`src/rtl/thread_disposition.sv`:
```
`default_nettype none
// ============================================================================
// Module      : thread_disposition
// Description : Executes the disposition word that ends a thread pass.
//               Performs the optional data-memory write, then retires the
//               thread, requeues it immediately, or parks it in a small
//               sleep table until its delay expires and it is requeued.
// Ports       : clk, reset                 - clock, synchronous active-high reset
//               in_*                       - disposition input (valid/ready)
//               mem_wr_*                   - data-memory write port (valid/ready)
//               rq_*                       - work-queue requeue port (valid/ready)
//               retire_valid/_thread_id    - one-cycle retirement pulse
//               retired_count              - retirements since reset (wraps)
//               sleeping                   - sleep-table occupancy bitmap
// Revision    : 1.0 - initial release
// ============================================================================
module thread_disposition #(
    parameter int THREAD_ID_W = 6,
    parameter int ADDR_W      = 16,
    parameter int DATA_W      = 64,
    parameter int SLEEP_W     = 16,
    parameter int NUM_SLOTS   = 4
) (
    input  logic                   clk,
    input  logic                   reset,
    input  logic                   in_valid,
    output logic                   in_ready,
    input  logic [THREAD_ID_W-1:0] in_thread_id,
    input  logic [SLEEP_W-1:0]     in_sleep,
    input  logic [SLEEP_W-1:0]     in_write,
    input  logic [ADDR_W-1:0]      in_write_address,
    input  logic [DATA_W-1:0]      in_write_data,
    output logic                   mem_wr_valid,
    input  logic                   mem_wr_ready,
    output logic [ADDR_W-1:0]      mem_wr_addr,
    output logic [DATA_W-1:0]      mem_wr_data,
    output logic                   rq_valid,
    input  logic                   rq_ready,
    output logic [THREAD_ID_W-1:0] rq_thread_id,
    output logic                   retire_valid,
    output logic [THREAD_ID_W-1:0] retire_thread_id,
    output logic [15:0]            retired_count,
    output logic [NUM_SLOTS-1:0]   sleeping
);

    localparam int c_IDX_W = $clog2(NUM_SLOTS);
    // A positive sleep value never needs the sign bit.
    localparam int c_CNT_W = SLEEP_W - 1;

    localparam logic [1:0] c_ST_IDLE     = 2'd0;
    localparam logic [1:0] c_ST_WRITE    = 2'd1;
    localparam logic [1:0] c_ST_DISPATCH = 2'd2;
    localparam logic [1:0] c_ST_REQUEUE  = 2'd3;

    // ------------------------------------------------------------------
    // State and held disposition
    // ------------------------------------------------------------------
    logic [1:0]             r_state;
    logic [1:0]             w_state_nxt;
    logic [THREAD_ID_W-1:0] r_tid;
    logic [SLEEP_W-1:0]     r_sleep;
    logic [ADDR_W-1:0]      r_addr;
    logic [DATA_W-1:0]      r_data;

    logic                   r_retire_valid;
    logic [THREAD_ID_W-1:0] r_retire_tid;
    logic [15:0]            r_retired_count;

    // Sleep table
    logic [NUM_SLOTS-1:0]   r_slot_valid;
    logic [THREAD_ID_W-1:0] r_slot_tid [NUM_SLOTS];
    logic [c_CNT_W-1:0]     r_slot_cnt [NUM_SLOTS];

    // Requeue-port lock: remembers which source was presented but not yet
    // accepted, so a later-expiring slot cannot swap the request mid-flight.
    logic                   r_lock_valid;
    logic                   r_lock_slot;
    logic [c_IDX_W-1:0]     r_lock_idx;

    logic                   w_accept;
    logic                   w_in_write_pos;
    logic                   w_sleep_neg;
    logic                   w_sleep_zero;
    logic                   w_free_any;
    logic [c_IDX_W-1:0]     w_free_idx;
    logic                   w_exp_any;
    logic [c_IDX_W-1:0]     w_exp_idx;
    logic                   w_src_valid;
    logic                   w_src_slot;
    logic [c_IDX_W-1:0]     w_src_idx;
    logic [THREAD_ID_W-1:0] w_src_tid;
    logic                   w_rq_hs;
    logic                   w_slot_release;
    logic                   w_alloc;
    logic                   w_retire;

    assign in_ready       = (r_state == c_ST_IDLE) && !reset;
    assign w_accept       = in_valid && in_ready;
    assign w_in_write_pos = !in_write[SLEEP_W-1] && (in_write != '0);
    assign w_sleep_neg    = r_sleep[SLEEP_W-1];
    assign w_sleep_zero   = (r_sleep == '0);

    // ------------------------------------------------------------------
    // Lowest-index free slot and lowest-index expired slot
    // ------------------------------------------------------------------
    always_comb begin
        w_free_any = 1'b0;
        w_free_idx = '0;
        w_exp_any  = 1'b0;
        w_exp_idx  = '0;
        // Descending scan so the lowest index is the last (winning) write.
        for (int i = NUM_SLOTS - 1; i >= 0; i--) begin
            if (!r_slot_valid[i]) begin
                w_free_any = 1'b1;
                w_free_idx = c_IDX_W'(i);
            end
            if (r_slot_valid[i] && (r_slot_cnt[i] == '0)) begin
                w_exp_any = 1'b1;
                w_exp_idx = c_IDX_W'(i);
            end
        end
    end

    // ------------------------------------------------------------------
    // Requeue-port source selection: locked source, else expired slot,
    // else the FSM's own requeue.
    // ------------------------------------------------------------------
    always_comb begin
        w_src_valid = 1'b0;
        w_src_slot  = 1'b0;
        w_src_idx   = '0;
        if (r_lock_valid) begin
            w_src_valid = 1'b1;
            w_src_slot  = r_lock_slot;
            w_src_idx   = r_lock_idx;
        end else if (w_exp_any) begin
            w_src_valid = 1'b1;
            w_src_slot  = 1'b1;
            w_src_idx   = w_exp_idx;
        end else if (r_state == c_ST_REQUEUE) begin
            w_src_valid = 1'b1;
        end
    end

    always_comb begin
        w_src_tid = '0;
        if (w_src_valid) begin
            w_src_tid = w_src_slot ? r_slot_tid[w_src_idx] : r_tid;
        end
    end

    assign w_rq_hs        = w_src_valid && rq_ready;
    assign w_slot_release = w_rq_hs && w_src_slot;

    // ------------------------------------------------------------------
    // FSM next state
    // ------------------------------------------------------------------
    always_comb begin
        w_state_nxt = r_state;
        w_alloc     = 1'b0;
        w_retire    = 1'b0;
        case (r_state)
            c_ST_IDLE: begin
                if (w_accept) begin
                    w_state_nxt = w_in_write_pos ? c_ST_WRITE : c_ST_DISPATCH;
                end
            end
            c_ST_WRITE: begin
                if (mem_wr_ready) begin
                    w_state_nxt = c_ST_DISPATCH;
                end
            end
            c_ST_DISPATCH: begin
                if (w_sleep_neg) begin
                    w_retire    = 1'b1;
                    w_state_nxt = c_ST_IDLE;
                end else if (w_sleep_zero) begin
                    w_state_nxt = c_ST_REQUEUE;
                end else if (w_free_any) begin
                    w_alloc     = 1'b1;
                    w_state_nxt = c_ST_IDLE;
                end
                // Sleep requested but table full: stall here.
            end
            c_ST_REQUEUE: begin
                if (w_rq_hs && !w_src_slot) begin
                    w_state_nxt = c_ST_IDLE;
                end
            end
            default: w_state_nxt = c_ST_IDLE;
        endcase
    end

    // ------------------------------------------------------------------
    // Sequential: FSM, held disposition, retirement, port lock
    // ------------------------------------------------------------------
    always_ff @(posedge clk) begin
        if (reset) begin
            r_state         <= c_ST_IDLE;
            r_tid           <= '0;
            r_sleep         <= '0;
            r_addr          <= '0;
            r_data          <= '0;
            r_retire_valid  <= 1'b0;
            r_retire_tid    <= '0;
            r_retired_count <= '0;
            r_lock_valid    <= 1'b0;
            r_lock_slot     <= 1'b0;
            r_lock_idx      <= '0;
        end else begin
            r_state        <= w_state_nxt;
            r_retire_valid <= w_retire;
            if (w_accept) begin
                r_tid   <= in_thread_id;
                r_sleep <= in_sleep;
                r_addr  <= in_write_address;
                r_data  <= in_write_data;
            end
            if (w_retire) begin
                r_retire_tid    <= r_tid;
                r_retired_count <= r_retired_count + 16'd1;
            end
            r_lock_valid <= w_src_valid && !rq_ready;
            r_lock_slot  <= w_src_slot;
            r_lock_idx   <= w_src_idx;
        end
    end

    // ------------------------------------------------------------------
    // Sequential: sleep table
    // ------------------------------------------------------------------
    always_ff @(posedge clk) begin
        if (reset) begin
            r_slot_valid <= '0;
            for (int i = 0; i < NUM_SLOTS; i++) begin
                r_slot_tid[i] <= '0;
                r_slot_cnt[i] <= '0;
            end
        end else begin
            for (int i = 0; i < NUM_SLOTS; i++) begin
                if (w_slot_release && (w_src_idx == c_IDX_W'(i))) begin
                    r_slot_valid[i] <= 1'b0;
                end else if (w_alloc && (w_free_idx == c_IDX_W'(i))) begin
                    r_slot_valid[i] <= 1'b1;
                    r_slot_tid[i]   <= r_tid;
                    r_slot_cnt[i]   <= r_sleep[c_CNT_W-1:0];
                end else if (r_slot_valid[i] && (r_slot_cnt[i] != '0)) begin
                    r_slot_cnt[i] <= r_slot_cnt[i] - 1'b1;
                end
            end
        end
    end

    // ------------------------------------------------------------------
    // Outputs
    // ------------------------------------------------------------------
    assign mem_wr_valid     = (r_state == c_ST_WRITE);
    assign mem_wr_addr      = r_addr;
    assign mem_wr_data      = r_data;
    assign rq_valid         = w_src_valid;
    assign rq_thread_id     = w_src_tid;
    assign retire_valid     = r_retire_valid;
    assign retire_thread_id = r_retire_tid;
    assign retired_count    = r_retired_count;
    assign sleeping         = r_slot_valid;

endmodule
`default_nettype wire

```
`config.mk`:
```
export PLATFORM = sky130hd
export DESIGN_NAME = thread_disposition
export DESIGN_NICKNAME = d
export VERILOG_FILES = /design/src/rtl/thread_disposition.sv
export SDC_FILE = /design/constraint.sdc
export NUM_CORES = 1
export LEC_CHECK = 0
export BUFFER_PORTS_ARGS = -buffer_cell sky130_fd_sc_hd__buf_2
export CAP_MARGIN = 20
export CORE_ASPECT_RATIO = 2
export CORE_MARGIN = 2
export CORE_UTILIZATION = 45
export CTS_CLUSTER_SIZE = 30
export DETAILED_ROUTE_END_ITERATION = 16
export PLACE_DENSITY = 0.69
export SYNTH_ARGS = -nofsm -noshare
export SYNTH_HDL_FRONTEND = slang
export SYNTH_SLANG_ARGS = --single-unit
```
`constraint.sdc`:
```
create_clock -name clk -period 5 [get_ports clk]
set_input_delay 1 -clock clk [delete_from_list [all_inputs] [get_ports clk]]
set_output_delay 1 -clock clk [all_outputs]
set_load 0.05 [all_outputs]
```
### Yosys cells after proc, flatten, opt, wreduce, memory -nomap -nowiden

Memories as Yosys holds them, arrays and structs flattened.
Index checks and enable logic that the tools add are counted.

* bits in latches: 0
* input bits: 123
* memories kept: 2
* flip-flop bits (word level): 135
* output and inout port bits: 116
* RAM bits: 84
* memory bits (read-only): 0

* bitwise logic cells: 12
* mux-type cells: 89
* eq/ne operators: 13
* $lt $le $gt $ge: 0
* div/mod/pow operators: 0
* reductions and logical operators: 45
* add/sub/neg operators: 5
* shift-type cells: 0
* $mul: 0

Memories
* r_slot_cnt: depth 4, bits a word 15, read ports 4, clocked after memory_dff 0, wr ports 4, RTL line 72 `logic [c_CNT_W-1:0] r_slot_cnt [NUM_SLOTS];`
* r_slot_tid: depth 4, bits a word 6, read ports 1, clocked after memory_dff 0, wr ports 4, RTL line 71 `logic [THREAD_ID_W-1:0] r_slot_tid [NUM_SLOTS];`

Operators by type and width (number)
* two-way mux 15 bit: 8
* logical NOT 15 bit: 4
* nonzero test 15 bit: 4
* subtractor 15 x 1 -> 15 bit, second input constant: 4
* two-way mux 1 bit: 57
* two-way mux 6 bit: 6
* two-way mux 2 bit: 17
* logical AND 1 bit: 23
* adder 16 x 1 -> 16 bit, second input constant: 1
* logical NOT 16 bit: 1
* nonzero test 16 bit: 1
* equality test 2 bit, second input constant: 6
* OR 1 bit: 12
* case mux 2 bit (4 select lines): 1
* OR reduction 2 bit: 4
* equality test 2 x 1 -> 1 bit, second input constant: 3
* logical NOT 2 bit: 3
* logical NOT 1 bit: 4
* != test 2 x 1 -> 1 bit, second input constant: 2
* != test 4 bit, second input constant: 1
* AND reduction 4 bit: 1
* != test 2 bit, second input constant: 1

### Longest topological paths before layout

Gate-level depths: netlist (run 1).

* depth in word-level cells: 16
* depth in mapped cells: 9
* depth with buffers taken out: 8

### Worst setup path before layout (run 1)

OpenSTA, ideal clock, no wires.

* path kind: reg-to-output
* start point: memory r_slot_cnt[3][0] in the netlist's numbering
* end point: output port rq_thread_id[1]
* path buffers: 1
* setup slack: 0.940 ns
* stages on the path, launching flop included: 10
* data arrival time: 3.060 ns
* cell sequence: edfxtp_1 inv_1 ha_1 or4b_2 nor4_1 a21boi_2 o21ai_4 buf_6 mux2i_1 o221ai_1

RTL lines
* start: declaration: RTL line 72
* end: declaration: RTL line 39 `output logic [THREAD_ID_W-1:0] rq_thread_id,`

==> results.json, run 1 <==
{
  "outcome": "completed",
  "cap_viol_max_count": 0,
  "drtIter0Drc": 453,
  "fin_crit_ns": 4.64,
  "ys.flop_type": "dfxtp_1",
  "die_h_um": 214,
  "final_common_cell": "nand2_1",
  "holdPathEnd": "retire_thread_id[3]",
  "yosysTopAreaCellShare_pct": 27.1,
  "finalSetupViolations": 0,
  "cts_setup_buffers": 0,
  "numPortBuffers": 238,
  "postPlaceCellArea_mm2": 0.0113,
  "grt_pass1_wl_um": 42100,
  "antenna_found_initial": 0,
  "cts_root_buf": "clkbuf_16",
  "ant_nets": 0,
  "async_flop_share_pct": 0,
  "grt_overflow_total": 0,
  "clkTransAtPathRegs_ns": 0.07,
  "regToRegSetupSlack_ns": 1.48,
  "cts_tree": "yes",
  "cp-start-kind": "flip-flop",
  "min_from": "retire_thread_id[3]",
  "finalSetupTns_ns": 0,
  "synth_enable_flop_cells": 84,
  "core-area_mm2": 0.0220,
  "min_path_cells": 2,
  "viasPerCell": 5.42,
  "hold_viol_final": 0,
  "r2r_end": "r_slot_cnt[2][3]",
  "cts.sinks": 219,
  "worstPathMaxFanout": 16,
  "syn2layout_area_growth_pct": 20.7,
  "insertion_delay_ns": 0.51,
  "end_kind": "primary output",
  "r2r_start": "r_slot_cnt[0][4]",
  "vdd_drop_max_mv": 0.338,
  "p_leak_nw": 4.96,
  "die_w_um": 109,
  "hpwl_um": 19000,
  "grt_pass1_vias": 8667,
  "initial_core_util_pct": 45.4,
  "cts_inserted_buffers": 20,
  "slew_headroom_pct": 26.8,
  "drt-pass1-iter-count": 5,
  "syn_inst": 1118,
  "cts_hold_buf": 0,
  "final_area_mm2": 0.0120,
  "clock.fmax_ghz": 0.215,
  "ys_top_cells_by_area": "dfxtp_1 (27%), edfxtp_1 (25%), nand2_1 (9.8%), o21ai_0 (5.7%), nor2_1 (5.0%)",
  "drive_gt1_share_pct": 22.5,
  "synth_warnings": 0,
  "setup.worst_path.class": "flip-flop to primary output",
  "rsz0062_at_grt": "no",
  "io_pins": 239,
  "worst_slew_pin_slew_ns": 1.09,
  "wire_per_inst_um": 16.5,
  "drc_errors": 0,
  "totalWireLength_um": 26700,
  "grt_max_degree": 192,
  "vias": 8762,
  "critPathRequiredTime_ns": 4.00,
  "num_rows": 77,
  "insertedDiodeCount": 0,
  "reg2reg_depth": 9,
  "period_share_pct": 92.9,
  "final_cell_mix": "nand2_1 (261), buf_2 (238), dfxtp_1 (135)",
  "avgSynthCellArea_um2": 8.91,
  "ys_types": 64,
  "cts_buffer_depth": 3,
  "syn_nets": 1250,
  "yosysSeqAreaShare_pct": 52.4,
  "place.gp.congestion": 0.881,
  "grt_usage_pct": 22.6,
  "power.density_mw_per_mm2": 361,
  "ys_ff_latch": 219,
  "holdCritPathClass": "flip-flop to flip-flop",
  "h-tree-depth": 1,
  "fin_nets": 1458,
  "ctsResizeCount": 0,
  "synth_top_area_cell": "dfxtp_1",
  "cp.arrival_ns": 3.64,
  "drv_slew": 0,
  "die_area_mm2": 0.0234,
  "worst_clock_skew_ns": 0.0101,
  "netlist_area_mm2": 0.00996
}
synth_stat cells, drive strengths merged (9+ instances only):
master / number
a21oi: 19
inv: 22
xnor2: 11
o21ai: 115
a22oi: 56
dfxtp: 135
nand3: 13
nor4: 20
nor3: 22
nor2: 134
xor2: 47
ha: 9
edfxtp: 84
mux2i: 12
nand2: 261
clkbuf: 57
or4: 10
cell type report:
cell class / instances / area [µm²]
Clock inverter: 6 / 63.8
Tap cell: 276 / 345
Fill cell: 2082 / 9940
Timing Repair Buffer: 249 / 1290
Clock buffer: 30 / 632
Multi-Input combinational cell: 814 / 4390
Sequential cell: 219 / 5230
Inverter: 22 / 83.8
power by group:
group / switching [mW] / internal [mW] / leakage (nW)
combinational: 0.475 / 0.170 / 2.65
sequential: 0.111 / 1.97 / 1.98
clock: 0.678 / 0.933 / 0.338
total: 1.26 / 3.08 / 4.96
worst max-delay path by stage:
stage	start	end	depth (start not counted)
finish	r_slot_cnt[3][0]	rq_thread_id[5]	9
CTS	r_slot_cnt[3][0]	rq_thread_id[5]	9
global route	r_slot_cnt[3][0]	rq_thread_id[5]	9
global placement	r_slot_cnt[3][0]	rq_thread_id[5]	9
floorplan	r_slot_cnt[3][0]	rq_thread_id[1]	9
detailed placement	r_slot_cnt[3][0]	rq_thread_id[2]	9
worst max-delay path: stages, from the launching register on:
cell and delay (ns):
edfxtp_1 0.40, inv_1 0.13, ha_1 0.17, or4b_2 0.62, nor4_1 0.50, a21boi_2 0.14, o21ai_4 0.51, mux2i_1 0.17
o221ai_1 0.19, buf_2 0.29
cell families (layout without fill, tap and decap cells):
family / Yosys count / after routing / synth area share [%]
buffers and inverters: 85 / 307 / 3.49
adder cells (fa/ha/maj): 9 / 9 / 1.13
AND/OR/NAND/NOR: 514 / 514 / 22.8
XOR/XNOR: 58 / 58 / 5.10
AO/OA/AOI/OAI: 221 / 221 / 13.8
flip-flops: 219 / 219 / 52.4
multiplexers: 12 / 12 / 1.21
layer usage:
metal / vias to the layer above / track usage, % / wire (µm)
met2: 345 / 41.0 / 13800
met1: 4056 / 24.9 / 9940
met4: 0 / 9.28 / 995
li1: 4300 / - / -
met3: 61 / 4.77 / 2010
met5: - / 0 / 0
state kept, by name, indices dropped and copies added, names as in the netlist:
register / flops
r_lock_valid: 1
r_state: 2
retire_thread_id: 6
r_tid: 6
r_sleep: 16
sleeping: 4
retired_count: 16
r_lock_idx: 2
r_slot_tid: 24
retire_valid: 1
mem_wr_data: 64
r_lock_slot: 1
mem_wr_addr: 16
r_slot_cnt: 60
stage by stage:
| stage | hold slack [ns] | cells | power [mW] | setup WS [ns] | utilization, % |
|---|---|---|---|---|---|
| after global placement | 0.439 | 1580 | 2.76 | 1.01 | 51.6 |
| after detailed placement | 0.443 | 1580 | 2.77 | 0.882 | 51.6 |
| after global routing | 0.474 | 1616 | 4.50 | 0.0386 | 54.8 |
| after floorplan | 0.445 | 1118 | 2.55 | 0.940 | - |
| after CTS | 0.452 | 1616 | 4.38 | 0.314 | 54.8 |
| final | 0.452 | 1616 | 4.34 | 0.355 | 54.8 |
Power figures use the tool's default switching activity.
==> run 2: changes to the inputs <==
Settings changed: CORE_ASPECT_RATIO 2 to 0.7.
==> run 2 against run 1 <==
Effect of this change:
- sequential power hardly changed
- die area shrank 0.23%
- utilization grew 1.4 points
- flip-flop and latch count is the same
- final area rose by 1.3%
- power up 5.4%
- via count decreased by 0.62%
- clock skew up 0.0065 ns
- clock power is 14% higher
- worst setup slack worse by 0.064 ns
- critical endpoint unchanged
==> results.json, run 2 (same netlist as run 1, synthesis figures left out) <==
{
  "cts_setup_buffers": 0,
  "drc_errors": 0,
  "cp.arrival_ns": 3.71,
  "viasPerCell": 5.34,
  "worst_clock_skew_ns": 0.0165,
  "vias": 8708,
  "syn2layout_area_growth_pct": 22.3,
  "end_kind": "primary output",
  "cp-start-kind": "flip-flop",
  "drive_gt1_share_pct": 23.1,
  "dpl.cell_count": 1588,
  "holdCritPathClass": "flip-flop to flip-flop",
  "grt_max_degree": 86,
  "fin_crit_ns": 4.71,
  "drtIter0Drc": 852,
  "grt_usage_pct": 22.4,
  "num_rows": 45,
  "die_w_um": 182,
  "totalWireLength_um": 27000,
  "rsz0062_at_grt": "no",
  "io_pins": 239,
  "ant_nets": 0,
  "final_common_cell": "nand2_1",
  "slew_headroom_pct": 44.3,
  "setup.worst_path.class": "flip-flop to primary output",
  "hold_viol_final": 0,
  "period_share_pct": 94.2,
  "insertion_delay_ns": 0.51,
  "cts_root_buf": "clkbuf_16",
  "cts_tree": "yes",
  "clock.fmax_ghz": 0.212,
  "fin_util_pct": 56.2,
  "largest_register_ffs": 64,
  "cts_buffer_depth": 3,
  "instances_no_fill": 1632,
  "final_area_mm2": 0.0122,
  "die_area_mm2": 0.0234,
  "worst_slew_pin_slew_ns": 0.835,
  "core-area_mm2": 0.0217,
  "power.density_mw_per_mm2": 376,
  "vdd_drop_max_mv": 0.301,
  "clkTransAtPathRegs_ns": 0.07,
  "numPortBuffers": 238,
  "outcome": "completed",
  "p_leak_nw": 5.04,
  "cts.sinks": 219,
  "finalSetupTns_ns": 0,
  "worstPathMaxFanout": 16,
  "cts_hold_buf": 0,
  "wire_per_inst_um": 16.5,
  "place.gp.congestion": 0.897,
  "final_cell_mix": "nand2_1 (261), buf_2 (238), dfxtp_1 (135)",
  "drv_slew": 0,
  "cap_viol_max_count": 0,
  "fin_nets": 1464,
  "initial_core_util_pct": 46.0,
  "h-tree-depth": 1,
  "antenna_found_initial": 3,
  "grt_overflow_total": 0,
  "die_h_um": 128,
  "finalSetupViolations": 0,
  "grt_pass1_wl_um": 42200,
  "critPathRequiredTime_ns": 4.00,
  "postPlaceCellArea_mm2": 0.0114,
  "ctsResizeCount": 0,
  "grt_pass1_vias": 8053,
  "cts_inserted_buffers": 23,
  "hpwl_um": 18800,
  "drt-pass1-iter-count": 5
}
[run 2: cell types whose count changed in the layout (fill, tap and decap cells not counted), sizes merged]
cell and delta:
buf +3, bufinv +3, clkbuf +2, inv +2, clkinvlp -1, diode +1
[run 2: cell type report]
cell class	count	area [µm²]
multi-input combinational	814	4390
fill	2007	9500
inverter	22	83.8
clock buffer	32	659
antenna	1	2.50
timing repair buffer	252	1310
tap	282	353
sequential	219	5230
clock inverter	10	158
[run 2: final timing paths]
kind	start	end	slack, ns	cells past startpoint
max	r_slot_cnt[3][0]	rq_thread_id[5]	0.29	9
max reg2reg	r_slot_cnt[3][0]	r_slot_cnt[2][5]	1.41	9
min	mem_wr_data[20]	mem_wr_data[20]	0.45	2
min reg2reg	mem_wr_data[20]	mem_wr_data[20]	0.45	2
[run 2: through the flow]
| stage | hold slack (ns) | power, mW | worst slack (ns) |
|---|---|---|---|
| 3_5_place_dp | 0.447 | 2.77 | 0.859 |
| 5_1_grt | 0.470 | 4.74 | 0.0573 |
| 6_report | 0.451 | 4.57 | 0.292 |
| 4_1_cts | 0.456 | 4.60 | 0.264 |
| 2_1_floorplan | 0.445 | 2.55 | 0.940 |
| 3_3_place_gp | 0.441 | 2.76 | 0.929 |
[run 2: worst max-delay path: stages (launching register included)]
cell and delay [ns]:
edfxtp_1 0.40, inv_1 0.12, ha_1 0.16, or4b_2 0.63, nor4_1 0.48, a21boi_2 0.13, o21ai_4 0.51, mux2i_1 0.15
o221ai_1 0.28, buf_2 0.33
[run 2: power by group]
part	internal [mW]	switching [mW]	leakage (nW)
clock	1.13	0.707	0.405
sequential	1.98	0.112	1.98
combinational	0.173	0.477	2.66
[run 2: routing by layer]
metal	global-route usage (%)	part of all wire, %	wire length, µm
met1	30.9	45	12200
met2	35.4	43	11700
met3	5.89	9.3	2520
met4	5.26	1.9	522
met5	0	0.10	27
